## config.mk

```make
export PLATFORM = sky130hd
export DESIGN_NAME = relu_maxpool2
export DESIGN_NICKNAME = d
export VERILOG_FILES = /design/src/rtl/cnn_pkg.sv /design/src/rtl/max2_signed.sv /design/src/rtl/relu_maxpool2.sv
export SDC_FILE = /design/constraint.sdc
export NUM_CORES = 1
export LEC_CHECK = 0
export CAP_MARGIN = 30
export CELL_PAD_IN_SITES_DETAIL_PLACEMENT = 0
export CELL_PAD_IN_SITES_GLOBAL_PLACEMENT = 1
export CORE_ASPECT_RATIO = 0.5
export CORE_MARGIN = 4
export CORE_UTILIZATION = 47
export DETAILED_ROUTE_END_ITERATION = 8
export PLACE_DENSITY = 0.87
export SYNTH_ARGS = -nofsm -noshare
export SYNTH_HDL_FRONTEND = slang
export SYNTH_HIERARCHICAL = 1
export SYNTH_SLANG_ARGS = --single-unit
```

## constraint.sdc

```tcl
create_clock -name clk -period 3.2 [get_ports clk]
set_input_delay 0.64 -clock clk [delete_from_list [all_inputs] [get_ports clk]]
set_output_delay 0.64 -clock clk [all_outputs]
set_load 0.05 [all_outputs]
```

## src/rtl/cnn_pkg.sv

```systemverilog
// Shared constants and pixel type for the CNN feature-map pipeline stages.
// No logic: constants only, consumed at elaboration time.
// No flow control: pure package.
package cnn_pkg;

  // Activation word width leaving the batch-norm stage (signed two's complement).
  localparam int PIX_W     = 9;

  // First conv layer output map, fed into the ReLU + max-pool stage.
  localparam int FMAP_COLS = 26;
  localparam int FMAP_ROWS = 26;

  // Map size after 2x2 floor pooling; input geometry of the next layer.
  localparam int POOL_COLS = FMAP_COLS / 2;
  localparam int POOL_ROWS = FMAP_ROWS / 2;

  typedef logic signed [PIX_W-1:0] pix_t;

endpackage

```

## src/rtl/max2_signed.sv

```systemverilog
// Combinational W-bit signed maximum of two operands.
// Latency: 0 cycles (pure combinational).
// No flow control: result follows the inputs.
module max2_signed #(
  parameter int W = 9
) (
  input  logic signed [W-1:0] a,
  input  logic signed [W-1:0] b,
  output logic signed [W-1:0] y
);

  // Both operands are signed, so the relational compare is signed; ties pick b.
  assign y = (a > b) ? a : b;

endmodule

```

## src/rtl/relu_maxpool2.sv

```systemverilog
// Streaming ReLU + non-overlapping 2x2 max-pool over a raster-order feature map.
// Latency: 1 cycle from the edge accepting a window's bottom-right pixel to dout_valid.
// No backpressure: every din_valid beat is consumed. Build option: MAXPOOL_RELU_EN enables the ReLU clamp.
module relu_maxpool2
  import cnn_pkg::*;
#(
  parameter int W    = PIX_W,
  parameter int COLS = FMAP_COLS,
  parameter int ROWS = FMAP_ROWS
) (
  input  logic                clk,
  input  logic                rst_n,
  input  logic signed [W-1:0] din,
  input  logic                din_valid,
  output logic signed [W-1:0] dout,
  output logic                dout_valid,
  output logic                frame_done
);

  localparam int CW = $clog2(COLS);
  localparam int RW = $clog2(ROWS);
  localparam int PC = COLS / 2;
  localparam int PR = ROWS / 2;
  localparam int IW = (PC > 1) ? $clog2(PC) : 1;

  localparam logic [CW-1:0] COL_LAST     = CW'(COLS - 1);
  localparam logic [CW-1:0] COL_PAIR_END = CW'(2 * PC - 1);
  localparam logic [RW-1:0] ROW_LAST     = RW'(ROWS - 1);
  localparam logic [RW-1:0] ROW_PAIR_END = RW'(2 * PR - 1);
  localparam bit            COLS_ODD     = (COLS % 2) == 1;
  localparam bit            ROWS_ODD     = (ROWS % 2) == 1;

  logic [CW-1:0]       col;
  logic [RW-1:0]       row;
  logic signed [W-1:0] h;
  logic signed [W-1:0] r;
  logic signed [W-1:0] m;
  logic signed [W-1:0] v;
  logic signed [W-1:0] lb_rd;
  logic signed [W-1:0] linebuf [PC];
  logic [IW-1:0]       lb_idx;

  logic col_odd;
  logic row_odd;
  logic col_skip;
  logic row_skip;
  logic h_load;
  logic lb_wr;
  logic out_fire;
  logic last_win;

  // Pre-stage value: clamp negatives to zero when the ReLU build option is on.
  always_comb begin
    r = din;
`ifdef MAXPOOL_RELU_EN
    if (din[W-1]) begin
      r = '0;
    end
`endif
  end

  // Position decode. The trailing column/row of an odd-sized map is a floor
  // remainder: it is counted but never joins a window.
  assign col_odd  = col[0];
  assign row_odd  = row[0];
  assign col_skip = COLS_ODD && (col == COL_LAST);
  assign row_skip = ROWS_ODD && (row == ROW_LAST);
  assign lb_idx   = IW'(col >> 1);
  assign lb_rd    = linebuf[lb_idx];

  assign h_load   = din_valid && !col_odd && !col_skip;
  assign lb_wr    = din_valid &&  col_odd && !row_odd && !row_skip;
  assign out_fire = din_valid &&  col_odd &&  row_odd;
  assign last_win = (row == ROW_PAIR_END) && (col == COL_PAIR_END);

  // Horizontal pair maximum: held left pixel against the current right pixel.
  max2_signed #(.W(W)) u_hmax (
    .a (h),
    .b (r),
    .y (m)
  );

  // Vertical maximum: upper-row pair result from the line buffer against this row's pair.
  max2_signed #(.W(W)) u_vmax (
    .a (lb_rd),
    .b (m),
    .y (v)
  );

  // Raster position counters; advance only on accepted beats, wrap at frame end.
  always_ff @(posedge clk or negedge rst_n) begin
    if (!rst_n) begin
      col <= '0;
      row <= '0;
    end else if (din_valid) begin
      if (col == COL_LAST) begin
        col <= '0;
        row <= (row == ROW_LAST) ? '0 : row + 1'b1;
      end else begin
        col <= col + 1'b1;
      end
    end
  end

  // Hold the left pixel of each horizontal pair until its partner arrives.
  always_ff @(posedge clk or negedge rst_n) begin
    if (!rst_n) begin
      h <= '0;
    end else if (h_load) begin
      h <= r;
    end
  end

  // Half-row line buffer; every entry is written on an even row before the odd row reads it.
  always_ff @(posedge clk) begin
    if (lb_wr) begin
      linebuf[lb_idx] <= m;
    end
  end

  // Registered output: one-cycle strobes, dout holds its last value between windows.
  always_ff @(posedge clk or negedge rst_n) begin
    if (!rst_n) begin
      dout       <= '0;
      dout_valid <= 1'b0;
      frame_done <= 1'b0;
    end else begin
      dout_valid <= out_fire;
      frame_done <= out_fire && last_win;
      if (out_fire) begin
        dout <= v;
      end
    end
  end

endmodule

```

==> results of run 1 <==
==> final cells by class <==
cell class                 count  share of cell area
clock buffer                  17              0.0477
clock inverter                15              0.0237
inverter                      23              0.0119
multi-input combinational    252               0.319
sequential                   147               0.478
tap                          192              0.0269
timing repair buffer          94              0.0929
==> through the flow <==
step | instance area (sq um) | instances
floorplan | 7220 | 443
global placement | 8090 | 700
detailed placement | 8090 | 700
CTS | 8900 | 740
global route | 8930 | 740
finish | 8930 | 740
==> power by group through the flow <==
stage / Combinational (mW) / Clock (mW) / Sequential, mW
finish: 4.54 / 2.14 / 2.72
global route: 4.83 / 2.27 / 2.74
CTS: 4.37 / 2.15 / 2.71
detailed placement: 3.90 / 0 / 2.75
global placement: 3.77 / 0 / 2.74
floorplan: 2.47 / 0 / 2.88
==> registers in the layout, summed over array words and instances (netlist names) <==
name and flops:
dout_valid 1, col 5, frame_done 1, row 5
h 9, dout 9, linebuf 117
==> metal layers <==
metal	track usage	vias to the layer above
li1	-	1941
met1	0.297	2211
met2	0.315	177
met5	0	-
met3	0.0541	14
met4	0.0536	0
==> how the worst max path moves through the flow <==
stage	start	to	slack, ps	cells past startpoint
after global routing	h[4]$_DFFE_PN0P_	dout[8]$_DFFE_PN0P_	-450	14
after CTS	h[4]$_DFFE_PN0P_	dout[8]$_DFFE_PN0P_	-340	15
after global placement	din[6]	dout[3]$_DFFE_PN0P_	-1090	16
final	din[0]	dout[8]$_DFFE_PN0P_	-390	15
after detailed placement	din[6]	dout[8]$_DFFE_PN0P_	-1170	16
after floorplan	din[6]	dout[0]$_DFFE_PN0P_	-330	16
==> logic make-up (layout without fill, tap and decap cells) <==
group	Yosys count	after routing	share of synthesized area
and+or+nand+nor	99	99	0.0751
adders and majority gates	22	22	0.0403
DFF	147	147	0.624
buffers and inverters	46	149	0.0341
AOI/OAI and AO/OA	57	59	0.0524
muxes	72	72	0.174
==> cell usage after synthesis, drive strengths merged, types with 3 or more instances <==
cell | instances | area (sq um)
a21oi | 23 | 115
a22o | 3 | 26.3
buf | 16 | 106
clkbuf | 7 | 40.0
dfrtp | 30 | 751
edfxtp | 117 | 3510
ha | 22 | 275
inv | 23 | 86.3
mux2 | 27 | 304
mux2i | 18 | 180
mux4 | 27 | 706
nand2 | 15 | 56.3
nand3 | 24 | 120
nand4 | 14 | 87.6
nor2 | 26 | 97.6
o21ai | 11 | 55.1
o22ai | 11 | 75.1
or2 | 4 | 25.0
==> timing repair <==
action | CTS | global route
buffers inserted | 5 | 1
cloned | 3 | 0
hold buffers | 0 | 0
pin swaps | 10 | 3
setup endpoints to repair | 9 | 9
hold endpoints to repair | 0 | 0
gates resized for setup | 42 | 6
==> run metrics, run 1 <==
outcome=finished with violations; failing checks=setup timing; Ys Warns=6; Pre-Repair DR Iteration Count=5; setup tns final=-3220 ps; Clock Path Buffers=2; die width=179 microns; EDFF count, synth=around 120; crit path max fanout=5; mean post-synth cell area=15.4 sq um; Reg area=0.00426 sq mm; ys async rst share=0.204; CTS tree=yes; syn_nets=477; met1 WL=between 7000 and 8000 microns; final core utilization=0.643; dpl hpwl=roughly 10000 microns; CP arrival=3880 ps; Final Setup Violations=9; worst hold slack=293 ps; mapped cell area=about 0.007 sq mm; total wire length=around 16000 microns; CP endpoint kind=register; most used cell along the critical path=nand3_4; Crit path largest cell delay=440 ps; RSZ-0062 raised after global routing=yes; switching part of the total power=0.367; Leak=3.33 nW; met3 wire len=~1100 microns; final worst path period share=1.12; Synth Instances=443; synth unique cells=47; Seq cells post-synth=147; CP required=3500 ps; share of cells above drive strength 1=0.381; via count=around 4.3k; Final min period=3590 ps; core area=0.0139 sq mm; DIE AREA=0.0166 sq mm; worst hold path type=in -> async; reg2reg end=dout[8]$_DFFE_PN0P_; number of global-route vias before repair=4388; reg2reg path depth=15; setup slack, reg-to-reg=-370 ps; Layout area overhead=30.6%; Initial Util=0.492; Seq/Total Area, Yosys=0.624; dpl ws=-1170 ps; grt ovf=0; Least-Margin Pin Slew=782 ps; CTS Buf Count=17; worst flop-to-flop path startpoint=h[4]$_DFFE_PN0P_; DRT iter0 DRCs=456; CP Buf/Inv Count=3; initial antenna violation count=0; Max Cap Violations=0; met2 WL=7490 microns; largest net degree at the start of global routing=31; Clock Power Share=0.227; first-pass GRT wire length=25500 microns; number of hold violations in the final report=0; Top delay family on crit path=compound AO/OA/AOI/OAI gates; most common cell after layout, fill and taps aside=edfxtp_1; fill count=between 900 and 1k; ant diodes=0; Main synth FF type=edfxtp_1; Wirelength per Cell=21.7 microns; power share of the combinational group=0.483; Top Metal Used=met4; gpl congestion=0.839; All-Layer GR Usage=0.207; final worst-path setup slack=-387 ps; Top Ports=23; Reg power frac=0.289; f_max=279 MHz; switching power=between 3 and 4 mW; Remaining DRCs=0; internal power=5.95 mW; most frequent cells in the layout=edfxtp_1, buf_4, dfrtp_1, mux4_1, nor2_1; CTS Sinks=147; Skew-Pair Late Insertion Delay=420 ps; Layout Nets=569; CP Cell Sequence=clkdlybuf4s50_1, ha_2, or3_4, o2111a_2, clkbuf_16, nand3_4, nand3_4, inv_2, ha_4, nand3b_1, o21ai_2, a221oi_4, o22ai_4, mux2_4, mux2_2; crit path launch type=input pin; Max-slew headroom=0.479; Setup Skew=approximately 16 ps; Setup Crit Path Kind=in -> reg; CTS H-Tree Depth=4; CTS root buf=clkbuf_16; Die H=between 90 and 100 microns; IO buf count=22; Clock Pin Slew Worst Setup and Hold Paths=roughly 70 ps; antenna viol nets, final=0; CP max stage cell=clkdlybuf4s50_1; Pins Over Slew Limit=0; area of the multi-input gates=0.00285 sq mm; # rows=30; PwrDens=approximately 1100 mW/mm^2; Tot Pwr=between 9 and 10 mW; Vias per Instance=5.87; maximum VDD drop=0.519 mV
(Power assumes the default switching activity.)
==> inputs of run 2 (changes only) <==
--- a/config.mk
+++ b/config.mk
@@ -13,6 +13,7 @@
 export CORE_UTILIZATION = 47
 export DETAILED_ROUTE_END_ITERATION = 8
 export PLACE_DENSITY = 0.87
+export SLEW_MARGIN = 20
 export SYNTH_ARGS = -nofsm -noshare
 export SYNTH_HDL_FRONTEND = slang
 export SYNTH_HIERARCHICAL = 1
==> constraint.sdc (replaced) <==
create_clock -name clk -period 3.1 [get_ports clk]
set_input_delay 0.62 -clock clk [delete_from_list [all_inputs] [get_ports clk]]
set_output_delay 0.62 -clock clk [all_outputs]
set_load 0.05 [all_outputs]
==> run 2 against run 1 <==
The run still ends with setup timing left. Clock power hardly changed. Design area up 0.94%. Total power up 4.8%. Clock skew down 7.2 ps. Flip-flop and latch count stayed put. Register-to-register slack worse by 200 ps. Final cell count increased by 0.54%. Worst hold slack gained 9.8 ps. First-iteration DRC count down 9.6%. Die area unchanged. Critical endpoint is now dout[1]$_DFFE_PN0P_. Highest routed layer unchanged.
==> run metrics, run 2 (same netlist as run 1, synthesis figures left out) <==
outcome=finished with violations (unchanged); failing checks=setup timing (unchanged); Leak=3.37 nW (was 3.33 nW); Clock Path Buffers=2 (unchanged); Max Cap Violations=0 (unchanged); met1 WL=7200 microns (was 7340 microns); gpl congestion=0.808 (was 0.839); CTS tree=yes (unchanged); Least-Margin Pin Slew=827 ps (was 782 ps); maximum VDD drop=0.469 mV (was 0.519 mV); Wirelength per Cell=22.1 microns (was 21.7 microns); final worst-path setup slack=-573 ps (was -387 ps); largest net degree at the start of global routing=31 (unchanged); Placed Area=0.00815 sq mm (was 0.00809 sq mm); Hold Buf Count CTS=0 (unchanged); Layout Nets=573 (was 569); PwrDens=1090 mW/mm^2 (was 1050 mW/mm^2); CP Buf/Inv Count=4 (was 3); final non-filler cell total=744 (was 740); area of the multi-input gates=0.00288 sq mm (was 0.00285 sq mm); met3 wire len=1190 microns (was 1130 microns); share of cells above drive strength 1=0.391 (was 0.381); initial antenna violation count=0 (unchanged); CTS H-Tree Depth=4 (unchanged); most frequent cells in the layout=edfxtp_1, buf_4, dfrtp_1, mux4_1, nor2_1 (unchanged); CP required=3400 ps (was 3500 ps); DRT iter0 DRCs=412 (was 456); dpl cells=703 (was 700); crit path max fanout=5 (unchanged); CP arrival=3970 ps (was 3880 ps); # rows=30 (unchanged); worst hold path type=in -> async (unchanged); fill count=953 (unchanged); DIE AREA=0.0166 sq mm (unchanged); Final min period=3670 ps; Crit path largest cell delay=450 ps (was 440 ps); Reg area=0.00426 sq mm (unchanged); Pre-Repair DR Iteration Count=7 (was 5); ant diodes=0 (unchanged); core area=0.0139 sq mm (unchanged); Top delay family on crit path=compound AO/OA/AOI/OAI gates (unchanged); Clock Pin Slew Worst Setup and Hold Paths=70 ps (about the same); Post-Layout Inst Area=0.00901 sq mm (was 0.00893 sq mm); IO buf count=22 (unchanged); via count=4370 (was 4343); dpl hpwl=10600 microns (was 10500 microns); final worst path period share=1.18; most flop-heavy register=linebuf (unchanged); number of hold violations in the final report=0 (unchanged); grt ovf=0 (unchanged); f_max=272 MHz; Initial Util=0.492 (unchanged); CTS Sinks=147 (unchanged); Pins Over Slew Limit=0 (unchanged); CTS root buf=clkbuf_16 (unchanged); Remaining DRCs=0 (unchanged); All-Layer GR Usage=0.210 (was 0.207); Top Ports=23 (unchanged); met2 WL=7780 microns (was 7490 microns); Skew-Pair Late Insertion Delay=420 ps (about the same); CP endpoint kind=register (unchanged); most common cell after layout, fill and taps aside=edfxtp_1 (unchanged); Vias per Instance=5.87 (about the same); Final Setup Violations=9 (unchanged); Layout area overhead=31.9% (was 30.6%); Max-slew headroom=0.448 (was 0.479); die width=179 microns (unchanged); Top Metal Used=met4 (unchanged); crit path launch type=input pin (unchanged); antenna viol nets, final=0 (unchanged); Largest regs=linebuf: 117 flops, dout: 9 flops, h: 9 flops (unchanged); Largest register FFs=117 (unchanged); worst hold slack=302 ps (was 293 ps); CTS Buf Count=17 (unchanged); RSZ-0062 raised after global routing=yes (unchanged); first-pass GRT wire length=25700 microns (was 25500 microns); CP max stage cell=a221oi_4 (was clkdlybuf4s50_1); Setup Crit Path Kind=in -> reg (unchanged); number of global-route vias before repair=4476 (was 4388); CP Cell Sequence=clkdlybuf4s15_2, inv_2, ha_4, nand4_1, or3_4, buf_12, o2111ai_4, nand4_1, nand3_4, inv_2, ha_4, a21oi_2, o21ai_2, a221oi_4, o22ai_4, mux2_4, mux2_4 (was clkdlybuf4s50_1, ha_2, or3_4, o2111a_2, clkbuf_16, nand3_4, nand3_4, inv_2, ha_4, nand3b_1, o21ai_2, a221oi_4, o22ai_4, mux2_4, mux2_2); Setup Skew=8.47 ps (was 15.7 ps); total wire length=16500 microns (was 16100 microns); Die H=93.3 microns (unchanged)
run 2: cell count changes in the layout (fill, tap and decap cells not counted), sizes merged:
cell           delta
buf               +4
clkbuf            +2
clkdlybuf4s15     -2
bufinv            -1
clkinv            +1
run 2: stage by stage:
stage | worst slack [ps] | utilization | TNS (ps) | total power, mW
2_1_floorplan | -415 | - | -3620 | 5.53
3_3_place_gp | -1190 | 0.586 | -10640 | 6.84
3_5_place_dp | -1270 | 0.586 | -11270 | 6.97
4_1_cts | -493 | 0.648 | -4160 | 9.66
5_1_grt | -652 | 0.649 | -5600 | 10.3
6_report | -573 | 0.649 | -4830 | 9.85
run 2: where the power goes:
part | internal (mW) | total (mW) | switching (mW)
Combinational | 2.31 | 4.91 | 2.60
Sequential | 2.63 | 2.80 | 0.169
Clock | 1.23 | 2.14 | 0.909
Total | 6.17 | 9.85 | 3.68
run 2: final cells by class:
type | count | share of cell area
Clock buffer | 17 | 0.0472
Clock inverter | 15 | 0.0215
Inverter | 23 | 0.0118
Multi-Input combinational cell | 252 | 0.319
Sequential cell | 147 | 0.473
Tap cell | 192 | 0.0267
Timing Repair Buffer | 98 | 0.100
run 2: path summary, 6_finish.rpt:
kind | cells after the start | start | slack (ps) | end
max | 17 | din[4] | -570 | dout[1]$_DFFE_PN0P_
min | 1 | rst_n | 300 | row[1]$_DFFE_PN0P_
max reg2reg | 15 | h[3]$_DFFE_PN0P_ | -570 | dout[1]$_DFFE_PN0P_
min reg2reg | 1 | dout[3]$_DFFE_PN0P_ | 540 | dout[3]$_DFFE_PN0P_
max in group asynchronous | 1 | rst_n | 2270 | col[1]$_DFFE_PN0P_
min in group clk | 1 | dout[3]$_DFFE_PN0P_ | 540 | dout[3]$_DFFE_PN0P_
run 2: worst reg2reg max path, delay by kind of cell, from the launching register on:
kind            cells  cell delay (ps)
compound gates      5             1000
simple gates        4              830
fa+ha+maj           2              500
flops               1              410
mux                 2              620
buf+inv             2              190
run 2: routing by layer:
metal / up-vias / track usage
li1: 1962 / -
met1: 2200 / 0.291
met2: 190 / 0.335
met3: 18 / 0.0509
met4: 0 / 0.0581
met5: - / 0
run 2: what timing repair did:
item	4_1_cts	5_1_grt
setup endpoints to repair	9	9
hold endpoints to repair	0	0
pin swaps	27	9
cloned	3	0
buffers inserted	4	2
resized for setup	42	9
==> inputs of run 3 (changes only) <==
--- a/config.mk
+++ b/config.mk
@@ -5,14 +5,12 @@
 export SDC_FILE = /design/constraint.sdc
 export NUM_CORES = 1
 export LEC_CHECK = 0
-export CAP_MARGIN = 30
 export CELL_PAD_IN_SITES_DETAIL_PLACEMENT = 0
 export CELL_PAD_IN_SITES_GLOBAL_PLACEMENT = 1
 export CORE_ASPECT_RATIO = 0.5
-export CORE_MARGIN = 4
-export CORE_UTILIZATION = 47
+export CORE_UTILIZATION = 45
 export DETAILED_ROUTE_END_ITERATION = 8
-export PLACE_DENSITY = 0.87
+export PLACE_DENSITY = 0.84
 export SLEW_MARGIN = 20
 export SYNTH_ARGS = -nofsm -noshare
 export SYNTH_HDL_FRONTEND = slang
==> run 3 against run 2 <==
The run still ends with setup timing left. Sequential share of layout area increased by 0.54 points. Critical path depth decreased by 5. Routed wire length decreased by 9.0%.
==> run metrics, run 3 (same netlist as run 1, synthesis figures left out) <==
IO buf count=22 (unchanged); Layout area overhead=30.4% (was 31.9%); fill count=1050 (was 953); crit path launch type=register (was input pin); Die H=89.1 microns (was 93.3 microns); Top delay family on crit path=multiplexers (was compound AO/OA/AOI/OAI gates); CTS Sinks=147 (unchanged); number of global-route vias before repair=4170 (was 4476); CP Launch Point=col[1]$_DFFE_PN0P_ (was din[4]); DRT iter0 DRCs=423 (was 412); Max Cap Violations=0 (unchanged); Leak=3.33 nW (was 3.37 nW); setup slack, reg-to-reg=-520 ps (was -570 ps); Placed Area=0.00807 sq mm (was 0.00815 sq mm); PwrDens=1070 mW/mm^2 (was 1090 mW/mm^2); total wire length=15000 microns (was 16500 microns); final worst path period share=1.17 (was 1.18); reg2reg end=dout[5]$_DFFE_PN0P_ (was dout[1]$_DFFE_PN0P_); Clock Pin Slew Worst Setup and Hold Paths=70 ps (about the same); Layout Nets=570 (was 573); CP Buf/Inv Count=2 (was 4); initial antenna violation count=0 (unchanged); worst flop-to-flop path startpoint=col[1]$_DFFE_PN0P_ (was h[3]$_DFFE_PN0P_); Setup Skew=13.2 ps (was 8.47 ps); CP Capture Point=dout[5]$_DFFE_PN0P_ (was dout[1]$_DFFE_PN0P_); maximum VDD drop=0.491 mV (was 0.469 mV); number of hold violations in the final report=0 (unchanged); largest net degree at the start of global routing=31 (unchanged); final worst-path setup slack=-519 ps (was -573 ps); die width=176 microns (was 179 microns); CP max stage cell=mux4_1 (was a221oi_4); Wirelength per Cell=20.1 microns (was 22.1 microns); via count=4154 (was 4370); Initial Util=0.466 (was 0.492); Largest register FFs=117 (unchanged); Final min period=3620 ps (was 3670 ps); CTS H-Tree Depth=4 (unchanged); worst hold path type=in -> async (unchanged); DIE AREA=0.0157 sq mm (was 0.0166 sq mm); Vias per Instance=5.56 (was 5.87); f_max=276 MHz (was 272 MHz); dpl hpwl=10300 microns (was 10600 microns); # rows=31 (was 30); CP endpoint kind=register (unchanged); Remaining DRCs=0 (unchanged); Max-slew headroom=0.480 (was 0.448); Largest regs=linebuf: 117 flops, dout: 9 flops, h: 9 flops (unchanged); Pre-Repair DR Iteration Count=5 (was 7); Crit path largest cell delay=610 ps (was 450 ps); antenna viol nets, final=0 (unchanged); grt ovf=0 (unchanged); Least-Margin Pin Slew=781 ps (was 827 ps); Post-Layout Inst Area=0.00891 sq mm (was 0.00901 sq mm); Pins Over Slew Limit=0 (unchanged); most common cell after layout, fill and taps aside=edfxtp_1 (unchanged); Skew-Pair Late Insertion Delay=420 ps (about the same); CP arrival=3920 ps (was 3970 ps); ant diodes=0 (unchanged); Setup Crit Path Kind=reg -> reg (was in -> reg); failing checks=setup timing (unchanged); CP required=3400 ps (about the same); Tot Pwr=9.52 mW (was 9.85 mW); most frequent cells in the layout=edfxtp_1, buf_4, dfrtp_1, mux4_1, nor2_1 (unchanged); most flop-heavy register=linebuf (unchanged); Clock Path Buffers=2 (unchanged); RSZ-0062 raised after global routing=yes (unchanged); CP Cell Sequence=buf_4, mux4_1, o22ai_1, a21oi_1, ha_1, nand4_1, o21ai_2, a221oi_4, o22ai_4, buf_6, mux2_4, mux2_2 (was clkdlybuf4s15_2, inv_2, ha_4, nand4_1, or3_4, buf_12, o2111ai_4, nand4_1, nand3_4, inv_2, ha_4, a21oi_2, o21ai_2, a221oi_4, o22ai_4, mux2_4, mux2_4); Final Setup Violations=9 (unchanged); Hold Buf Count CTS=0 (unchanged); reg2reg path depth=12 (was 15); CTS tree=yes (unchanged); WP depth=12 (was 17); share of cells above drive strength 1=0.372 (was 0.391); worst hold slack=275 ps (was 302 ps); All-Layer GR Usage=0.208 (was 0.210); outcome=finished with violations (unchanged); first-pass GRT wire length=23700 microns (was 25700 microns); gpl congestion=0.791 (was 0.808); crit path max fanout=19 (was 5); Top Ports=23 (unchanged); CTS Buf Count=17 (unchanged); core area=0.0147 sq mm (was 0.0139 sq mm); CTS root buf=clkbuf_16 (unchanged)
## run 3: cell type report
type / instances / area, sq um / share of cell area
Clock inverter: 15 / 188 / 0.0211
Timing Repair Buffer: 95 / 842 / 0.0945
Multi-Input combinational cell: 252 / 2840 / 0.318
Tap cell: 198 / 248 / 0.0278
Clock buffer: 17 / 425 / 0.0478
Sequential cell: 147 / 4260 / 0.479
Inverter: 23 / 106 / 0.0119
## run 3: worst register-to-register path, cell delays in order, from the launching register on
cell      delay [ps]
dfrtp_1          390
buf_4            320
mux4_1           620
o22ai_1          260
a21oi_1          160
ha_1             350
nand4_1          110
o21ai_2           80
a221oi_4         350
o22ai_4          140
buf_6            150
mux2_4           300
mux2_2           270
## run 3: how the worst min path moves through the flow
stage                               to  cells past startpoint
global route          h[6]$_DFFE_PN0P_                      1
floorplan           col[0]$_DFFE_PN0P_                      0
CTS                   h[7]$_DFFE_PN0P_                      1
detailed placement  row[2]$_DFFE_PN0P_                      1
global placement    row[2]$_DFFE_PN0P_                      1
finish                h[6]$_DFFE_PN0P_                      1
## run 3: per-layer routing
layer / up-vias / GRT usage / part of all wire
met4: 0 / 0.0680 / 0.011
li1: 1947 / - / -
met1: 2068 / 0.296 / 0.48
met3: 16 / 0.0506 / 0.065
met2: 123 / 0.318 / 0.44
met5: - / 0 / 0
## run 3: where the power goes
group	total (mW)	switching (mW)	internal, mW
sequential	2.81	0.181	2.63
clock	2.03	0.938	1.09
combinational	4.67	2.41	2.27
total	9.52	3.53	5.99
## run 3: what timing repair did
action / 4_1_cts / 5_1_grt
setup endpoints to repair: 9 / 9
pin swaps: 24 / 12
buffers inserted: 9 / 0
cloned: 3 / 0
resized for setup: 36 / 8
## run 3: through the flow
stage / utilization / std cells / setup slack, ps / setup TNS, ps
floorplan: - / 443 / -415 / -3620
global placement: 0.550 / 704 / -1170 / -10500
detailed placement: 0.550 / 704 / -1240 / -11050
CTS: 0.608 / 747 / -531 / -4310
global route: 0.608 / 747 / -622 / -5390
finish: 0.608 / 747 / -519 / -4400
